`config.mk`:
```
export PLATFORM = sky130hd
export DESIGN_NAME = store_unit
export DESIGN_NICKNAME = d
export VERILOG_FILES = /design/src/rtl/store_unit.sv
export SDC_FILE = /design/constraint.sdc
export NUM_CORES = 1
export LEC_CHECK = 0
export BUFFER_PORTS_ARGS = -buffer_cell sky130_fd_sc_hd__buf_2
export CAP_MARGIN = 0
export CORE_ASPECT_RATIO = 0.9
export CORE_UTILIZATION = 49
export DETAILED_ROUTE_END_ITERATION = 7
export HOLD_SLACK_MARGIN = 0.15
export PLACE_DENSITY = 0.8
export SYNTH_ARGS = -nofsm -noshare
export SYNTH_HDL_FRONTEND = slang
export SYNTH_SLANG_ARGS = --single-unit
```
`constraint.sdc`:
```
create_clock -name clk_in -period 2.1 [get_ports clk_in]
set_input_delay 0.42 -clock clk_in [delete_from_list [all_inputs] [get_ports clk_in]]
set_output_delay 0.42 -clock clk_in [all_outputs]
set_load 0.01 [all_outputs]
```
`src/rtl/store_unit.sv`:
```
// store_unit
// ----------
// Write-side counterpart of the core's load path. Accepts one store per
// handshake from the execute stage, lane-replicates the store data, builds the
// byte-enable mask, rejects misaligned stores, and runs a single-outstanding
// request/acknowledge transaction to data memory guarded by a watchdog.
//
// Ports
//   clk_in          core clock, all state changes on the rising edge
//   rst_in          synchronous, active-low reset
//   st_valid_in     store presented this cycle
//   st_size_in      00 byte, 01 halfword, 10 word, 11 reserved (as word)
//   iadder_in       effective byte address
//   rs2_in          store data, value in the low bits
//   st_ready_out    store accepted when high together with st_valid_in
//   stall_out       st_valid_in & ~st_ready_out
//   dmwr_req_out    write request to data memory
//   dmaddr_out      word address of the pending write
//   dmdata_out      lane-replicated write data
//   dmwr_mask_out   byte enables, bit n covers dmdata_out[8n+7:8n]
//   dmwr_ack_in     memory committed the write (only looked at while requesting)
//   misaligned_out  one-cycle pulse: store rejected for misalignment
//   bus_error_out   one-cycle pulse: store aborted by the watchdog
//   dbg_state_out   current FSM state (0 IDLE, 1 WAIT)
//
// Handshakes
//   Execute side: a store transfers on a rising edge where st_valid_in and
//   st_ready_out are both high. st_ready_out is 1 in IDLE, follows
//   dmwr_ack_in in WAIT, and is 0 while reset is asserted.
//   Memory side: dmwr_req_out and the address/data/mask stay stable until an
//   edge where dmwr_ack_in is high (write done) or the watchdog expires.

module store_unit #(
  parameter int unsigned TIMEOUT_CYCLES = 255
) (
  input  logic        clk_in,
  input  logic        rst_in,
  input  logic        st_valid_in,
  input  logic [1:0]  st_size_in,
  input  logic [31:0] iadder_in,
  input  logic [31:0] rs2_in,
  output logic        st_ready_out,
  output logic        stall_out,
  output logic        dmwr_req_out,
  output logic [31:0] dmaddr_out,
  output logic [31:0] dmdata_out,
  output logic [3:0]  dmwr_mask_out,
  input  logic        dmwr_ack_in,
  output logic        misaligned_out,
  output logic        bus_error_out,
  output logic        dbg_state_out
);

  typedef enum logic {
    S_IDLE = 1'b0,
    S_WAIT = 1'b1
  } state_e;

  localparam logic [15:0] TIMEOUT_LIMIT = 16'(TIMEOUT_CYCLES);

  state_e      state_q, state_d;
  logic [15:0] cnt_q, cnt_d;
  logic [31:0] addr_q, addr_d;
  logic [31:0] data_q, data_d;
  logic [3:0]  mask_q, mask_d;
  logic        mis_q, mis_d;
  logic        berr_q, berr_d;

  logic [31:0] fmt_data;
  logic [3:0]  fmt_mask;
  logic        fmt_mis;
  logic        st_ready;
  logic        accept;

  // Lane formatting and misalignment detection for the incoming store.
  always_comb begin
    fmt_data = rs2_in;
    fmt_mask = 4'b1111;
    fmt_mis  = 1'b0;
    case (st_size_in)
      2'b00: begin
        fmt_data = {4{rs2_in[7:0]}};
        fmt_mask = 4'b0001 << iadder_in[1:0];
        fmt_mis  = 1'b0;
      end
      2'b01: begin
        fmt_data = {2{rs2_in[15:0]}};
        fmt_mask = 4'b0011 << {iadder_in[1], 1'b0};
        fmt_mis  = iadder_in[0];
      end
      default: begin
        // Word and reserved sizes behave identically.
        fmt_data = rs2_in;
        fmt_mask = 4'b1111;
        fmt_mis  = |iadder_in[1:0];
      end
    endcase
  end

  // Ready is the only path from dmwr_ack_in; nothing from ack reaches the
  // request output combinationally. In the watchdog's terminal cycle ack is
  // low, so ready is low too; an ack there completes the store normally.
  always_comb begin
    st_ready = 1'b0;
    if (rst_in) begin
      st_ready = (state_q == S_IDLE) ? 1'b1 : dmwr_ack_in;
    end
  end

  assign accept = st_valid_in & st_ready;

  // Next-state logic.
  always_comb begin
    state_d = state_q;
    cnt_d   = cnt_q;
    addr_d  = addr_q;
    data_d  = data_q;
    mask_d  = mask_q;
    // A rejected store pulses the flag in the cycle after it was taken.
    mis_d   = accept & fmt_mis;
    berr_d  = 1'b0;

    case (state_q)
      S_IDLE: begin
        if (accept && !fmt_mis) begin
          addr_d  = {iadder_in[31:2], 2'b00};
          data_d  = fmt_data;
          mask_d  = fmt_mask;
          cnt_d   = 16'd0;
          state_d = S_WAIT;
        end
      end
      S_WAIT: begin
        if (dmwr_ack_in) begin
          if (accept && !fmt_mis) begin
            // Back-to-back: the next store replaces the completed one.
            addr_d  = {iadder_in[31:2], 2'b00};
            data_d  = fmt_data;
            mask_d  = fmt_mask;
            cnt_d   = 16'd0;
            state_d = S_WAIT;
          end else begin
            state_d = S_IDLE;
          end
        end else if (cnt_q == TIMEOUT_LIMIT) begin
          // Watchdog expired: drop the store, no retry.
          state_d = S_IDLE;
          berr_d  = 1'b1;
        end else begin
          cnt_d = cnt_q + 16'd1;
        end
      end
      default: begin
        state_d = S_IDLE;
      end
    endcase
  end

  always_ff @(posedge clk_in) begin
    if (!rst_in) begin
      state_q <= S_IDLE;
      cnt_q   <= 16'd0;
      addr_q  <= 32'd0;
      data_q  <= 32'd0;
      mask_q  <= 4'd0;
      mis_q   <= 1'b0;
      berr_q  <= 1'b0;
    end else begin
      state_q <= state_d;
      cnt_q   <= cnt_d;
      addr_q  <= addr_d;
      data_q  <= data_d;
      mask_q  <= mask_d;
      mis_q   <= mis_d;
      berr_q  <= berr_d;
    end
  end

  assign st_ready_out   = st_ready;
  assign stall_out      = st_valid_in & ~st_ready;
  assign dmwr_req_out   = (state_q == S_WAIT);
  assign dmaddr_out     = addr_q;
  assign dmdata_out     = data_q;
  assign dmwr_mask_out  = mask_q;
  assign misaligned_out = mis_q;
  assign bus_error_out  = berr_q;
  assign dbg_state_out  = state_q;

endmodule
```
==> qor_table.md <==
| Stage | Quantity | Reported |
|:---|:---|:---|
| finish | Filler cell count in the final layout | 635 |
| timing | Post-route clock period utilization | 87.9% |
| setup path | Path type of the worst setup path | register to output port |
| global routing | GRT Total Usage | 25.4% |
| logic synthesis | Post-synth top flop | sky130_fd_sc_hd__dfxtp_1 |
| clocking | CTS root buffer | sky130_fd_sc_hd__clkbuf_8 |
| pwr | Pwr Density | 687 nW/um2 |
| setup path | Critical Path End Type | output port |
| job | Count of max-cap constraint violations | 0 |
| setup path | Buffering stage count on the worst path with inverters included | 1 |
| pwr | Leakage Power | 2.03 nW |
| placed design | Routability-driven placement congestion ratio | 0.863 |
| timing | Worst clock skew | 7.66 ps |
| timing | Fin. max-slew vios | 0 |
| setup path | Crit path max fanout | 7 |
| detailed routing | Wire length per cell after detailed routing | 14.1 um |
| detailed routing | Total Wirelength | 9730 um |
| timing | Slew at the pin closest to its max-slew limit | 678 ps |
| detailed routing | Detailed-routing wirelength on met1 | 4250 um |
| detailed routing | Total met3 wirelength after detailed routing | 897 um |
| logic synthesis | EDFF count, synth | 0 |
| placed design | Input/output buffers | 141 |
| floorplan | Y dimension of the die | 84.9 um |
| logic synthesis | Synth unique cells | 48 |
| timing | Number of endpoints failing setup at the final stage | 0 |
| finish | Antenna diode instance count | 0 |
| hold path | Hold Path Class | input port to register |
| floorplan | Standard cell core area | 7220 um2 |
| timing | Setup TNS Final | 0 ps |
| logic synthesis | Seq cells post-synth | 85 |
| floorplan | # IOs | 144 |
| detailed routing | Antenna viol nets, final | 0 |
| setup path | Kind of start point of the critical path | register |
| finish | Layout overhead on the synthesized area | 25.8% |
| timing | Min cycle time layout | 1850 ps |
| logic synthesis | Synth Instances | 462 |
| logic synthesis | Seq/Total Area, Yosys | 45.5% |
| timing | Relative max-transition margin | 53.7% |
| detailed routing | First-iteration detailed-routing DRC count | 229 |
| clocking | Number of CTS-inserted buffers | 9 |
| logic synthesis | Yosys warning count | 0 |
| floorplan | Starting density of the core | 51.8% |
| timing | Number of hold violations in the final report | 0 |
| detailed routing | DRC viols | 0 |
| clocking | Source-to-sink clock delay at the later pin of the worst-skew pair | 360 ps |
| setup path | Worst stage delay on the critical path | 360 ps |
| detailed routing | Highest metal layer with signal wires | met4 |
| timing | Setup repair after global routing missed its margin | false |
| pwr | IR drop worst, VDD | 0.000542 V |
| status | Run status | finished clean |
| finish | Ratio of cells with drive above 1 in the final layout | 30.6% |
| setup path | Cell type group with the largest total delay on the critical path | simple AND/OR/NAND/NOR gates |
| placed design | Placed cell count | 672 |
| global routing | First-pass GRT wire length | 16100 um |
| logic synthesis | Post-synthesis average cell area | 8.09 um2 |
| finish | Cell Count, Final, Fillers Out | 688 |
| global routing | Maximum number of pins on one net before global-route repair | 67 |
| placed design | Sum of net half-perimeters after detailed placement | 7000 um |
| logic synthesis | Area of the mapped netlist | 3740 um2 |
| detailed routing | Met2 layer wire length in the routed design | 4530 um |
| setup path | Startpoint of the worst setup timing path | dbg_state_out$_SDFF_PN0_ |
| detailed routing | Number of iterations in the first detailed-routing pass | 4 |
| clocking | Maximum count of clock buffers along a single path | 2 |
| setup path | Cell with the largest stage delay on the worst path | sky130_fd_sc_hd__dfxtp_1 |
| floorplan | Floorplan row count | 29 |
| setup path | Worst reg2reg path startpoint | cnt_q[0]$_SDFFE_PN0P_ |
| setup path | Endpoint arrival time on the critical path | 1430 ps |
| clocking | H-tree Lvls | 3 |
| global routing | Via count of the first global-routing pass | 3455 |
| timing | Maximum operating frequency | 542 MHz |
| setup path | Slack of the worst reg-to-reg path | 280 ps |
| detailed routing | Routed vias | 3752 |
| setup path | Cell Chain, Critical Path | nor2b_2 -> nor2_1 -> nor2_1 -> buf_2 |
| clocking | Clock transition at the register clock pins on the worst setup and hold paths after CTS | 100 ps |
| floorplan | Horiz. Die Dim | 94.1 um |
| logic synthesis | Async S/R FF share, synth | 0% |
| detailed routing | Vias per Instance | 5.45 |
| global routing | Overflow after GRT | 0 |
| clocking | Clock Sink Count | 85 |
| setup path | Worst path most repeated cell | sky130_fd_sc_hd__nor2_1 |
| hold path | Hold_sp | iadder_in[29] |
| global routing | Antenna violations before repair | 0 |
| floorplan | Area of the die | 7990 um2 |
| finish | Net count reported at finish | 661 |
| clocking | CTS tree | done |
| setup path | Worst endpoint required time | 1680 ps |
[final timing paths]
check | to | depth (start not counted)
min reg2reg | dmaddr_out[26]$_SDFFE_PN0P_ | 2
min | dmaddr_out[29]$_SDFFE_PN0P_ | 3
max | stall_out | 4
max reg2reg | cnt_q[10]$_SDFFE_PN0P_ | 6
[logic make-up (layout without fill, tap and decap cells)]
| kind of cell | after synthesis | after routing | share of synthesized area, % |
|---|---|---|---|
| AOI/OAI and AO/OA | 129 | 129 | 21.7 |
| adders and majority gates | 1 | 1 | 0.335 |
| buffers and inverters | 42 | 174 | 5.62 |
| and+or+nand+nor | 187 | 187 | 22.1 |
| other | 1 | 2 | 0.100 |
| DFF | 85 | 85 | 45.5 |
| muxes | 17 | 17 | 4.55 |
[registers in the layout, indices dropped and copies added, names as in the netlist]
register and count:
bus_error_out 1, dmaddr_out 30, cnt_q 16, misaligned_out 1, dmdata_out 32, dbg_state_out 1, dmwr_mask_out 4
[layout make-up]
| class | count | area (um2) | area share (%) |
|---|---|---|---|
| Sequential cell | 85 | 1700 | 36.2 |
| Timing Repair Buffer | 154 | 828 | 17.6 |
| Clock inverter | 6 | 53.8 | 1.14 |
| Inverter | 4 | 15.0 | 0.319 |
| Tap cell | 93 | 116 | 2.47 |
| Clock buffer | 10 | 138 | 2.92 |
| Multi-Input combinational cell | 336 | 1850 | 39.4 |
[metal layers]
metal / global-route usage [%] / vias up
li1: - / 1881
met1: 32.1 / 1712
met2: 41.3 / 154
met3: 8.78 / 5
met4: 6.43 / 0
met5: 0 / -
[cell usage in the layout (no fill, tap or decap), types with 3 or more instances in the layout]
master,instances
sky130_fd_sc_hd__a211oi_1,9
sky130_fd_sc_hd__a21oi_1,55
sky130_fd_sc_hd__a311oi_1,11
sky130_fd_sc_hd__a31oi_1,11
sky130_fd_sc_hd__and3_1,3
sky130_fd_sc_hd__buf_2,141
sky130_fd_sc_hd__buf_4,11
sky130_fd_sc_hd__clkbuf_8,10
sky130_fd_sc_hd__dfxtp_1,85
sky130_fd_sc_hd__inv_1,3
sky130_fd_sc_hd__mux2i_1,17
sky130_fd_sc_hd__nand2_1,119
sky130_fd_sc_hd__nand2b_1,3
sky130_fd_sc_hd__nand3_1,6
sky130_fd_sc_hd__nand4_1,7
sky130_fd_sc_hd__nor2_1,30
sky130_fd_sc_hd__nor3_1,5
sky130_fd_sc_hd__nor4_1,4
sky130_fd_sc_hd__o21a_1,4
sky130_fd_sc_hd__o21ai_0,21
[worst reg2reg max path, delay by kind of cell, from the launching register on]
kind | cells | cell delay, ps
compound gates | 2 | 510
buf+inv | 1 | 190
flops | 1 | 350
simple gates | 2 | 400
fa+ha+maj | 1 | 240
[cells in the mapped netlist (3+ instances only)]
cell type | number | share of area [%]
sky130_fd_sc_hd__a31oi_1 | 11 | 1.8
sky130_fd_sc_hd__nand4_1 | 7 | 1.2
sky130_fd_sc_hd__a21oi_1 | 55 | 7.4
sky130_fd_sc_hd__dfxtp_1 | 85 | 46
sky130_fd_sc_hd__nor2_1 | 30 | 3.0
sky130_fd_sc_hd__o21ai_0 | 21 | 2.8
sky130_fd_sc_hd__and3_1 | 3 | 0.50
sky130_fd_sc_hd__nand3_1 | 6 | 0.80
sky130_fd_sc_hd__mux2i_1 | 17 | 4.5
sky130_fd_sc_hd__nor3_1 | 5 | 0.67
sky130_fd_sc_hd__buf_2 | 15 | 2.0
sky130_fd_sc_hd__a311oi_1 | 11 | 2.6
sky130_fd_sc_hd__nand2_1 | 119 | 12
sky130_fd_sc_hd__a211oi_1 | 9 | 1.8
sky130_fd_sc_hd__o21a_1 | 4 | 0.80
sky130_fd_sc_hd__inv_1 | 3 | 0.30
sky130_fd_sc_hd__clkbuf_1 | 15 | 1.5
sky130_fd_sc_hd__buf_4 | 7 | 1.4
sky130_fd_sc_hd__nor4_1 | 4 | 0.67
sky130_fd_sc_hd__nand2b_1 | 3 | 0.50
[report_power, final]
part / total (mW) / switching [mW] / internal, mW
sequential: 1.70 / 0.0283 / 1.67
clock: 1.12 / 0.636 / 0.483
combinational: 0.416 / 0.243 / 0.174
total: 3.23 / 0.907 / 2.33
[metrics by stage]
stage / total power [mW] / util [%] / setup WS (ps) / hold slack (ps) / cell area [um2]
after floorplan: 1.97 / - / 517 / 468 / 3740
after global placement: 2.14 / 62.5 / 358 / 438 / 4510
after detailed placement: 2.15 / 62.5 / 284 / 443 / 4510
after CTS: 3.25 / 65.1 / 61.9 / 272 / 4700
after global routing: 3.39 / 65.2 / 174 / 272 / 4710
final: 3.23 / 65.2 / 253 / 286 / 4710
[what timing repair did]
item | in CTS | in global routing
hold endpoints to repair | 0 | 0
endpoints found under the setup margin | 0 | 1
buffers inserted | 0 | 0
hold buffers | 0 | 0
gates resized for setup | 0 | 1
Power figures use the tool's default switching activity.
